[src/rtl/pipes_pkg.sv]
// Shared pipeline types: sequencer states, stage enables,
// supported opcodes and writeback-source encodings.
package pipes_pkg;

  typedef enum logic [2:0] {
    S_IDLE,
    S_FETCH,
    S_DECODE,
    S_EXECUTE,
    S_MEMORY,
    S_WRITEBACK
  } state_t;

  typedef struct packed {
    logic fetch_enable;
    logic decode_enable;
    logic execute_enable;
    logic memory_enable;
    logic writeback_enable;
    logic m_or_e;
  } state_enable_t;

  localparam logic [5:0] F6_R_TYPE = 6'b000000;
  localparam logic [5:0] F6_J      = 6'b000010;
  localparam logic [5:0] F6_BEQ    = 6'b000100;
  localparam logic [5:0] F6_ADDI   = 6'b001000;
  localparam logic [5:0] F6_LW     = 6'b100011;
  localparam logic [5:0] F6_SW     = 6'b101011;

  localparam logic E = 1'b0;
  localparam logic M = 1'b1;

endpackage

[src/rtl/stage_sequencer.sv]
// Multi-cycle instruction sequencer: walks each instruction
// through fetch/decode/execute/memory/writeback and retires it.
module stage_sequencer
  import pipes_pkg::*;
#(
  parameter logic [31:0] COUNT_INIT = '0
) (
  input  logic          clk,
  input  logic          reset,
  input  logic          halt,
  input  logic          i_data_ok,
  input  logic [31:0]   instr,
  input  logic          d_data_ok,
  output state_enable_t en,
  output logic          ireq_valid,
  output logic          dreq_valid,
  output logic          dreq_write,
  output logic          retire,
  output logic          illegal,
  output logic [31:0]   instr_count
);

  state_t      state_q, state_d;
  logic [5:0]  op_q, op_d;
  logic        moe_q, moe_d;
  logic [31:0] count_q;

  logic is_mem, is_br, is_alu, is_sw;

  assign is_sw  = (op_q == F6_SW);
  assign is_mem = (op_q == F6_LW) || is_sw;
  assign is_br  = (op_q == F6_BEQ) || (op_q == F6_J);
  assign is_alu = (op_q == F6_R_TYPE) || (op_q == F6_ADDI);

  always_comb begin
    state_d = state_q;
    op_d    = op_q;
    moe_d   = moe_q;
    unique case (state_q)
      S_IDLE:
        if (!halt) state_d = S_FETCH;
      S_FETCH:
        if (i_data_ok) state_d = S_DECODE;
      S_DECODE: begin
        op_d    = instr[31:26];
        state_d = (instr == '0) ? S_IDLE : S_EXECUTE;
      end
      S_EXECUTE: begin
        unique case (1'b1)
          is_mem: state_d = S_MEMORY;
          is_alu: begin
            state_d = S_WRITEBACK;
            moe_d   = E;
          end
          default: state_d = S_IDLE;
        endcase
      end
      S_MEMORY:
        if (d_data_ok) begin
          if (is_sw) begin
            state_d = S_IDLE;
          end else begin
            state_d = S_WRITEBACK;
            moe_d   = M;
          end
        end
      S_WRITEBACK:
        state_d = S_IDLE;
      default:
        state_d = S_IDLE;
    endcase
  end

  // Outputs are decoded from the current state; the ok inputs
  // only qualify the enable of the stage that is waiting on them.
  always_comb begin
    en         = '0;
    en.m_or_e  = moe_q;
    ireq_valid = 1'b0;
    dreq_valid = 1'b0;
    dreq_write = 1'b0;
    retire     = 1'b0;
    illegal    = 1'b0;
    unique case (state_q)
      S_IDLE: ;
      S_FETCH: begin
        ireq_valid      = 1'b1;
        en.fetch_enable = i_data_ok;
      end
      S_DECODE: begin
        en.decode_enable = 1'b1;
        retire           = (instr == '0);
      end
      S_EXECUTE: begin
        en.execute_enable = 1'b1;
        retire            = !is_mem && !is_alu;
        illegal           = !is_mem && !is_alu && !is_br;
      end
      S_MEMORY: begin
        dreq_valid       = 1'b1;
        dreq_write       = is_sw;
        en.memory_enable = d_data_ok;
        retire           = d_data_ok && is_sw;
      end
      S_WRITEBACK: begin
        en.writeback_enable = 1'b1;
        retire              = 1'b1;
      end
      default: ;
    endcase
  end

  always_ff @(posedge clk or negedge reset) begin
    if (!reset) begin
      state_q <= S_IDLE;
      op_q    <= '0;
      moe_q   <= E;
      count_q <= COUNT_INIT;
    end else begin
      state_q <= state_d;
      op_q    <= op_d;
      moe_q   <= moe_d;
      if (retire) count_q <= count_q + 32'd1;
    end
  end

  assign instr_count = count_q;

endmodule

[config.mk]
export PLATFORM = sky130hd
export DESIGN_NAME = stage_sequencer
export DESIGN_NICKNAME = d
export VERILOG_FILES = /design/src/rtl/pipes_pkg.sv /design/src/rtl/stage_sequencer.sv
export SDC_FILE = /design/constraint.sdc
export NUM_CORES = 1
export LEC_CHECK = 0
export CAP_MARGIN = 40
export CORE_ASPECT_RATIO = 1.1
export CORE_MARGIN = 2
export CORE_UTILIZATION = 40
export DETAILED_ROUTE_END_ITERATION = 7
export PLACE_DENSITY = 0.75
export REMOVE_ABC_BUFFERS = 1
export SYNTH_ARGS = -nofsm -noshare
export SYNTH_HDL_FRONTEND = slang
export SYNTH_SLANG_ARGS = --single-unit
[constraint.sdc]
create_clock -name clk -period 1.9 [get_ports clk]
set_input_delay 0.38 -clock clk [delete_from_list [all_inputs] [get_ports clk]]
set_output_delay 0.38 -clock clk [all_outputs]
set_load 0.03 [all_outputs]
==> results.cfg <==
[pwr]
power.leakage_uw = 0.00144
power_density_nw_per_um2 = 972
netSwitchingPower_uw = 1210
power.share.combinational_pct = 39.0
switching_share_pct = 36.9
internal_power_uw = 2070
max-vdd-ir-drop_v = 0.000795
clkPwrFrac_pct = 21.9
power.share.sequential_pct = 39.0
power_uw = 3290

[clock_tree]
cts_hold_repair.buffers = 0
htreeDepth = 2
insertion_delay_ns = 0.30
clock_tree_from_tritoncts = yes
clock_edge_transition_at_the_registers_on_the_reported_setup_and_hold_paths_ns = 0.09
cts_inserted_buffers = 5
clock_sinks = 42
root_buffer = sky130_fd_sc_hd__clkbuf_8
cts_max_path_buffers = 2

[logic_synthesis]
async_flop_share_pct = 100
top_reg_cell_synth = sky130_fd_sc_hd__dfrtp_1
share_of_the_yosys_chip_area_belonging_to_registers_pct = 46.9
synth.most_common_cell = sky130_fd_sc_hd__dfrtp_1
synthesis.instances = 207
syn_area_per_cell_um2 = 10.8
netlist.area_leader.share_pct = 46.9
yosys-top-cells-count = 42 x sky130_fd_sc_hd__dfrtp_1, 30 x sky130_fd_sc_hd__xnor2_1, 13 x sky130_fd_sc_hd__o2111ai_1, 11 x sky130_fd_sc_hd__and3_1, 11 x sky130_fd_sc_hd__nand4_1
synth-edff-count = 0
cell_accounting_for_the_most_synthesized_area = sky130_fd_sc_hd__dfrtp_1
synth.area.top_cells = sky130_fd_sc_hd__dfrtp_1 47%, sky130_fd_sc_hd__xnor2_1 12%, sky130_fd_sc_hd__o2111ai_1 5.1%
synth.lib_cells_used.distinct = 39
synthesis.yosys.warnings = 0
post_synth_instance_area_um2 = 2240
ys_ff_latch = 42

[timing]
fin_crit_sh_pct = 107
final_max_slew_viol_count = 0
final_worst_slack_ns = -0.138
slew_headroom_pct = 65.3
timing.final.hold_violations = 0
finalWorstPathRequiredPeriod_ns = 2.04
worst_pin_slew_ns = 0.521
finalClockSkew_ns = 0.0127
max_clock_freq_ghz = 0.491
rsz0062_at_grt = true
finalSetupViolations = 4

[placement]
post_dp_cell_area_um2 = 3180
place_hpwl_um = 4270
buffer_ports.inserted = 79
globalplace.congestion = 0.827

[job]
timing.max_cap.violations = 0

[final_layout]
synthToLayoutAreaGrowth_pct = 50.9
fillCellCount = 472
final_antenna_diode_count = 0
finish.net_count = 346
register_area_um2 = 1060
multi_input_comb_area_um2 = 1230
final_layout_size_suffix_gt1_share_pct = 32.4
postLayoutCellArea_um2 = 3380

[worst_setup_path]
timing.critical_path.from_type = flop
path_max_fanout = 3
endpoint = retire
r2r-start = op_q[5]
worstSetupEndpointType = output port
crit_reg_reg_endpoint = instr_count[1]
worst_path_max_delay_cell = sky130_fd_sc_hd__dfrtp_2
ff2ff_path_depth = 7
crit_family = simple AND/OR/NAND/NOR gates
slowest_delay_ns = 0.45
worst_ep_required_time_ns = 1.52
worst-r2r-setup-slack_ns = 0.06
cp_data_arrival_time_ns = 1.66
worstSetupStartpoint = op_q[5]
worst-path-stages = 5
crit_buf_inv = 1
timing.critical_path.cells = nor3_4, o21a_1, o32ai_4, or2_4, buf_6
critPathKind = flop to output port

[outcome]
status = finished, violations left
violations = setup timing

[routing]
dr_total_vias = 2060
ant_nets = 0
first_iter_violations = 86
detail_route.wirelength_um = 5930
drt_pre_antenna_iters = 4
route.detailed.wl_per_inst_um = 15.4
drcViolationCount = 0
vias_per_cell = 5.36

[die]
fp.dieArea_um2 = 6220
chipHeight_um = 82.5
placementRows = 28
initial_util_pct = 41.6
floorplan.core_area_um2 = 5400
io-pin-count = 80
die_width_um = 75.4

[global_route]
first_global_vias = 1937
antenna_found_initial = 0
grt-ovfl-total = 0
grt_first_pass_wirelength_um = 9490
grtUsageTotal_pct = 19.9
grt_start_max_net_pins = 43

[hold_path]
min_path_type = input pin to asynchronous set/reset pin
## repair_timing
action,CTS,global route
resized for setup,55,65
buffers inserted,3,5
setup endpoints to repair,38,38
pin swaps,12,15
cloned,0,0
## how the worst min path moves through the flow
| stage | slack [ns] | to | startpoint | cells past startpoint |
|---|---|---|---|---|
| floorplan | 0.08 | instr_count[0] | reset | 0 |
| global placement | 0.47 | instr_count[31] | instr_count[31] | 1 |
| detailed placement | 0.47 | instr_count[31] | instr_count[31] | 1 |
| CTS | 0.15 | instr_count[18] | reset | 2 |
| global route | 0.19 | instr_count[18] | reset | 2 |
| finish | 0.13 | instr_count[9] | reset | 2 |
## final cells by class
| type | count | area share, % |
|---|---|---|
| multi-input cells | 149 | 36.3 |
| flip-flops and latches | 42 | 31.3 |
| repair buffers | 104 | 25.6 |
| well taps | 75 | 2.77 |
| clock buffers | 5 | 2.03 |
| clock inverters | 3 | 1.29 |
| inverters | 6 | 0.666 |
## layout by cell type, fill, tap and decap left out, types with 3 or more instances in the layout
master,n
sky130_fd_sc_hd__dfrtp_1,36
sky130_fd_sc_hd__o211ai_1,7
sky130_fd_sc_hd__o21ai_0,9
sky130_fd_sc_hd__xnor2_1,30
sky130_fd_sc_hd__nand3_1,3
sky130_fd_sc_hd__mux2_2,7
sky130_fd_sc_hd__buf_4,30
sky130_fd_sc_hd__clkdlybuf4s50_1,34
sky130_fd_sc_hd__and3_1,10
sky130_fd_sc_hd__o2111ai_1,13
sky130_fd_sc_hd__nor2_1,7
sky130_fd_sc_hd__nor3_1,3
sky130_fd_sc_hd__dlygate4sd2_1,4
sky130_fd_sc_hd__clkbuf_8,5
sky130_fd_sc_hd__nor4_4,3
sky130_fd_sc_hd__clkbuf_2,20
sky130_fd_sc_hd__inv_2,3
sky130_fd_sc_hd__dfrtp_2,6
sky130_fd_sc_hd__buf_6,5
sky130_fd_sc_hd__a21oi_1,3
sky130_fd_sc_hd__nand4_1,11
sky130_fd_sc_hd__nor4_2,4
sky130_fd_sc_hd__clkdlybuf4s15_1,8
sky130_fd_sc_hd__xor2_1,3
sky130_fd_sc_hd__and4_1,5
sky130_fd_sc_hd__inv_1,3
## cells by family (layout without fill, tap and decap cells)
| kind of cell | count (synthesis) | in the layout | share of synthesized area (%) |
|---|---|---|---|
| simple gates | 64 | 64 | 17.5 |
| compound gates | 44 | 44 | 14.8 |
| flops | 42 | 42 | 46.9 |
| xor+xnor | 33 | 33 | 12.9 |
| buf+inv | 16 | 118 | 3.79 |
| mux | 7 | 7 | 3.52 |
| fa+ha+maj | 1 | 1 | 0.558 |
## layer usage
metal | track usage, % | routed length, um
met1 | 26.8 | 2550
met2 | 33.0 | 3160
met3 | 3.03 | 164
met4 | 5.44 | 52
met5 | 0 | 0
## registers in the layout, summed over array words and instances (netlist names)
| signal | count |
|---|---|
| instr_count | 32 |
| op_q | 6 |
| state_q | 3 |
| moe_q | 1 |
## metrics by stage
stage | setup slack [ns] | hold WS, ns | util [%] | instances | TNS, ns
after floorplan | -0.840 | 0.0844 | - | 197 | -15.02
after global placement | -0.637 | 0.467 | 58.9 | 369 | -18.99
after detailed placement | -0.598 | 0.472 | 58.9 | 369 | -18.29
after CTS | -0.222 | 0.154 | 61.9 | 380 | -0.460
after global routing | -0.211 | 0.192 | 62.7 | 384 | -0.707
final | -0.138 | 0.134 | 62.7 | 384 | -0.383
## power groups by stage
stage	logic, uW	registers [uW]	clock network [uW]
after global placement	1110	1240	0
after CTS	1190	1250	733
after global routing	1370	1310	776
after floorplan	533	1340	0
after detailed placement	1130	1250	0
final	1280	1280	721
Note: power is estimated with default switching activity, not from simulation.
